### src/rtl/cv32e40x_rf_wport_arbiter.sv
// ---------------------------------------------------------------------------
// cv32e40x_rf_wport_arbiter
//
// This block shares the single register-file write port between two sources:
// the WB-stage write request and coprocessor (X-IF) results. WB wins by
// default. An X-IF result that keeps losing is forced through once its
// starvation counter reaches STARVE_LIMIT. The granted write is registered,
// so the RF write happens one cycle after the grant. Writes to x0 are
// suppressed, but the handshake for that request still completes.
//
// Optional feature (macro CV32E40X_RF_ARB_XIF_BUF_EN):
//   When the macro is defined, a 2-entry FIFO buffers incoming X-IF results.
//   xif_result_ready_o then means "FIFO not full", and the FIFO head competes
//   for the port. Without the macro, the X-IF input competes directly and
//   xif_result_ready_o is its grant.
//
// Parameters:
//   STARVE_LIMIT       consecutive lost cycles before X-IF is forced (1..15)
//
// Ports:
//   clk, rst           clock, asynchronous active-high reset
//   wb_valid_i/wb_we_i/wb_waddr_i/wb_wdata_i  WB-stage write request
//   wb_ready_o         WB request accepted this cycle
//   xif_result_valid_i/_we_i/_rd_i/_data_i    coprocessor result
//   xif_result_ready_o X-IF result handshake completes
//   rf_we_o/rf_waddr_o/rf_wdata_o             register-file write port
// ---------------------------------------------------------------------------
module cv32e40x_rf_wport_arbiter #(
  parameter int unsigned STARVE_LIMIT = 4
) (
  input  logic        clk,
  input  logic        rst,
  input  logic        wb_valid_i,
  input  logic        wb_we_i,
  input  logic [4:0]  wb_waddr_i,
  input  logic [31:0] wb_wdata_i,
  output logic        wb_ready_o,
  input  logic        xif_result_valid_i,
  input  logic        xif_result_we_i,
  input  logic [4:0]  xif_result_rd_i,
  input  logic [31:0] xif_result_data_i,
  output logic        xif_result_ready_o,
  output logic        rf_we_o,
  output logic [4:0]  rf_waddr_o,
  output logic [31:0] rf_wdata_o
);

  localparam logic [3:0] LIMIT = 4'(STARVE_LIMIT);

  logic        wb_req;
  logic        xv;
  logic        forced;
  logic        grant_wb;
  logic        grant_xif;
  logic        xh_we;
  logic [4:0]  xh_rd;
  logic [31:0] xh_data;

  logic [3:0]  starve_cnt_q, starve_cnt_d;
  logic        rf_we_q, rf_we_d;
  logic [4:0]  rf_waddr_q, rf_waddr_d;
  logic [31:0] rf_wdata_q, rf_wdata_d;

`ifdef CV32E40X_RF_ARB_XIF_BUF_EN
  logic [1:0]       fifo_cnt_q;
  logic             rptr_q, wptr_q;
  logic [1:0]       fifo_we_q;
  logic [1:0][4:0]  fifo_rd_q;
  logic [1:0][31:0] fifo_data_q;
  logic             fifo_full;
  logic             push;
  logic             pop;

  assign fifo_full          = (fifo_cnt_q == 2'd2);
  // The ready signal is held low during reset so that no result is taken
  // while the buffer is being cleared. It does not bypass when the FIFO is full.
  assign xif_result_ready_o = !rst && !fifo_full;
  assign push               = xif_result_valid_i && xif_result_ready_o;
  assign pop                = grant_xif;

  // A freshly pushed entry is visible only through fifo_cnt_q. It therefore
  // becomes eligible in the cycle after the push.
  assign xv      = (fifo_cnt_q != 2'd0);
  assign xh_we   = fifo_we_q[rptr_q];
  assign xh_rd   = fifo_rd_q[rptr_q];
  assign xh_data = fifo_data_q[rptr_q];

  always_ff @(posedge clk or posedge rst) begin
    if (rst) begin
      fifo_cnt_q <= 2'd0;
      rptr_q     <= 1'b0;
      wptr_q     <= 1'b0;
    end else begin
      case ({push, pop})
        2'b10:   fifo_cnt_q <= fifo_cnt_q + 2'd1;
        2'b01:   fifo_cnt_q <= fifo_cnt_q - 2'd1;
        default: fifo_cnt_q <= fifo_cnt_q;
      endcase
      if (push) wptr_q <= ~wptr_q;
      if (pop)  rptr_q <= ~rptr_q;
    end
  end

  // Storage needs no reset; the count and pointers above define validity.
  always_ff @(posedge clk) begin
    if (push) begin
      fifo_we_q[wptr_q]   <= xif_result_we_i;
      fifo_rd_q[wptr_q]   <= xif_result_rd_i;
      fifo_data_q[wptr_q] <= xif_result_data_i;
    end
  end
`else
  assign xv                 = xif_result_valid_i;
  assign xh_we              = xif_result_we_i;
  assign xh_rd              = xif_result_rd_i;
  assign xh_data            = xif_result_data_i;
  assign xif_result_ready_o = grant_xif;
`endif

  // Arbitration. A WB request that does not write consumes no port slot.
  assign wb_req     = wb_valid_i && wb_we_i;
  assign forced     = xv && (starve_cnt_q == LIMIT);
  assign grant_xif  = xv && (forced || !wb_req);
  assign grant_wb   = wb_req && !forced;
  assign wb_ready_o = !forced;

  always_comb begin
    starve_cnt_d = starve_cnt_q;
    if (grant_xif) begin
      starve_cnt_d = 4'd0;
    end else if (xv && (starve_cnt_q < LIMIT)) begin
      starve_cnt_d = starve_cnt_q + 4'd1;
    end
  end

  // Write-port register input. Address and data change only on a grant.
  always_comb begin
    rf_we_d    = 1'b0;
    rf_waddr_d = rf_waddr_q;
    rf_wdata_d = rf_wdata_q;
    if (grant_wb) begin
      rf_we_d    = (wb_waddr_i != 5'd0);
      rf_waddr_d = wb_waddr_i;
      rf_wdata_d = wb_wdata_i;
    end else if (grant_xif) begin
      rf_we_d    = xh_we && (xh_rd != 5'd0);
      rf_waddr_d = xh_rd;
      rf_wdata_d = xh_data;
    end
  end

  // Pipeline stage: the grant is registered to the RF write port.
  always_ff @(posedge clk or posedge rst) begin
    if (rst) begin
      starve_cnt_q <= 4'd0;
      rf_we_q      <= 1'b0;
      rf_waddr_q   <= 5'd0;
      rf_wdata_q   <= 32'd0;
    end else begin
      starve_cnt_q <= starve_cnt_d;
      rf_we_q      <= rf_we_d;
      rf_waddr_q   <= rf_waddr_d;
      rf_wdata_q   <= rf_wdata_d;
    end
  end

  assign rf_we_o    = rf_we_q;
  assign rf_waddr_o = rf_waddr_q;
  assign rf_wdata_o = rf_wdata_q;

endmodule

### config.mk
export PLATFORM = sky130hd
export DESIGN_NAME = cv32e40x_rf_wport_arbiter
export DESIGN_NICKNAME = d
export VERILOG_FILES = /design/src/rtl/cv32e40x_rf_wport_arbiter.sv
export SDC_FILE = /design/constraint.sdc
export NUM_CORES = 1
export LEC_CHECK = 0
export CELL_PAD_IN_SITES_DETAIL_PLACEMENT = 1
export CELL_PAD_IN_SITES_GLOBAL_PLACEMENT = 2
export CORE_ASPECT_RATIO = 0.7
export CORE_MARGIN = 2
export CORE_UTILIZATION = 23
export CTS_CLUSTER_SIZE = 24
export DETAILED_ROUTE_END_ITERATION = 6
export GPL_ROUTABILITY_DRIVEN = 0
export PLACE_DENSITY_LB_ADDON = 0.1
export RECOVER_POWER = 100
export SYNTH_ARGS = -nofsm -noshare
export SYNTH_HDL_FRONTEND = slang
export SYNTH_SLANG_ARGS = --single-unit
### constraint.sdc
create_clock -name clk -period 2.78 [get_ports clk]
set_clock_uncertainty 0.2 [all_clocks]
set_input_delay 0.695 -clock clk [delete_from_list [all_inputs] [get_ports clk]]
set_output_delay 0.695 -clock clk [all_outputs]
set_load 0.05 [all_outputs]
==> metrics <==
status complete, no violations; max layer used met4; number of global-route vias before repair 2,127; diode count 0; first-pass GRT wire length approximately 12,000 um; syn nets 277; crit path DAT 1720 ps; sequential area share after synthesis 50.8%; # port buffers 119; Area contributors post-synth dfrtp_1 (51%), mux2i_1 (18%), a21oi_1 (9.4%); Hold Path Class register to register; Root Buffer clkbuf_16; hold-fix buffers at CTS 0; CTS sink cnt 42; Critical Path End Type output pin; Fin. Hold Viols 0; Mapped Cells approximately 200; Ys Warns 0; Post-synth ARST share 100%; drt pass-1 iters 4; H-tree levels 2; WL met2 3130 um; Critical R2R Capture rf_we_o; RSZ-0062 raised after global routing false; TNS Setup 0 ps; drt drc 0; Synth Area per Inst approximately 11 um^2; Global Route Usage Sum 15.0%; Metal-1 WL 3500 um; Synth-to-Final Area Change 68.0%; pin count of the biggest net entering global routing 44; number of synthesized flops with an enable pin 0; crit start category primary input; CTS tree yes; Clk pin slew, worst setup/hold paths 60 ps; WS Path Type primary input to output pin; iteration-0 DRC count of the detailed router 72; Core Util, Final 40.5%; die area 0.00977 mm^2; fin crit period 2610 ps; min-delay src starve_cnt_q[1]; initial core utilization 24.1%; worst slew pin tran 1110 ps; Routed WL 7210 um; Pwr Density around 550 mW/mm^2; Synth top area share 50.8%; Resized Gates After CTS 0; Max clock buf depth 2; CP Max Fanout 2; die width 117 um; Slew Viols, Final 0; via count 1,915; clock latency on the worst-skew pair 280 ps; worst hold path depth 1; Worst VDD drop 202 uV; Final HPWL DP about 4900 um; Num CTS Buffers 5; top-count cell post-synth dfrtp_1; most common library cells after synthesis dfrtp_1 (42), a21oi_1 (39), mux2i_1 (37), nor3_1 (37), buf_2 (10); leakage 1.43 nW; Post-Syn Area between 0.002 and 0.0025 mm^2; Max-Cap Viols 0; Setup Viol. Count Final 0; Reg-to-Reg Start starve_cnt_q[0]; ratio of cells with drive above 1 in the final layout under 10%; Fmax achieved roughly 380 MHz; I/O pin total 120; synth unique cells 23; FF-to-FF setup slack about 490 ps; end of the worst hold path starve_cnt_q[1]; core area 0.00858 mm^2; nets 393; initial antenna violation count 0; Routed WL per cell 16.7 um; global route overflow 0; Worst Path Required 1880 ps; Via density 4.44; Routed Antenna Nets 0; Reg2Reg Depth 7; met3 wire len 525 um; Row Count 28; FF+latch count, synth 42; top cell type by total area after synthesis dfrtp_1; Post-CTS Setup Inserts 0; Slew headroom 25.8%; fin crit share 93.9%; Primary FF master, synth dfrtp_1; die height 83.3 um
where the power goes:
| group | internal [W] | total (W) | switching, W |
|---|---|---|---|
| registers | 0.000678 | 0.000711 | 0.0000328 |
| clock network | 0.000329 | 0.000558 | 0.000229 |
| logic | 0.000250 | 0.000628 | 0.000378 |
sequential cells by signal (all words and copies together) (netlist names):
signal,flops
rf_wdata_o,32
rf_we_o,1
rf_waddr_o,5
starve_cnt_q,4
logic make-up after synthesis:
logic type,after synthesis,share of synthesized area [%]
AO/OA/AOI/OAI,44,11.1
buffers and inverters,22,6.05
multiplexers,38,18.5
flip-flops,42,50.8
AND/OR/NAND/NOR,47,12.3
adder cells (fa/ha/maj),2,1.21
how the worst max path moves through the flow:
stage / start / slack, ps / to / cells past startpoint
6_report: wb_valid_i / 170 / xif_result_ready_o / 4
5_1_grt: starve_cnt_q[0] / 120 / xif_result_ready_o / 7
4_1_cts: wb_valid_i / 250 / xif_result_ready_o / 4
3_5_place_dp: wb_valid_i / 250 / xif_result_ready_o / 4
3_3_place_gp: wb_valid_i / 270 / xif_result_ready_o / 4
2_1_floorplan: xif_result_valid_i / 80 / xif_result_ready_o / 6
final cells by class:
cell class	count	area [um^2]
clock buffers	7	133
fillers	960	5110
inverters	5	18.8
multi-input cells	131	886
flip-flops and latches	42	1050
well taps	120	150
repair buffers	126	1230
metrics by stage:
step / cell area (um^2) / worst slack [ps] / hold slack, ps / instances / power (W)
detailed placement: 3370 / 251 / 348 / 424 / 0.00139
finish: 3470 / 169 / 356 / 431 / 0.00190
global placement: 3370 / 269 / 333 / 424 / 0.00139
global route: 3470 / 115 / 400 / 431 / 0.00200
CTS: 3500 / 247 / 364 / 431 / 0.00196
floorplan: 2070 / 78.0 / 300 / 195 / 0.00109
routing by layer:
metal | track usage [%] | vias to the layer above
li1 | - | 937
met5 | 0 | -
met1 | 19.5 | 916
met4 | 2.63 | 0
met2 | 23.6 | 57
met3 | 6.25 | 5
worst max-delay path, stage by stage:
cell and delay [ps]:
dlygate4sd3_1 550, nand3_1 110, and2_0 200, buf_12 160
placed cells by master (no fill, tap or decap), drive strengths merged:
master / Yosys / layout
nor3: 37 / 37
clkbuf: 2 / 11
nand3: 1 / 1
and2: 1 / 1
clkdlybuf4s50: 0 / 76
dfrtp: 42 / 42
mux2i: 37 / 37
inv: 5 / 4
a31oi: 1 / 1
nand2: 2 / 2
nor4b: 1 / 1
dlygate4sd3: 0 / 40
or4: 2 / 2
mux2: 1 / 1
o31ai: 1 / 1
buf: 15 / 6
ha: 2 / 2
nor2: 2 / 2
a22o: 1 / 1
o22ai: 2 / 2
and4b: 1 / 1
clkinv: 0 / 1
a21oi: 39 / 39
Power figures use the tool's default switching activity.
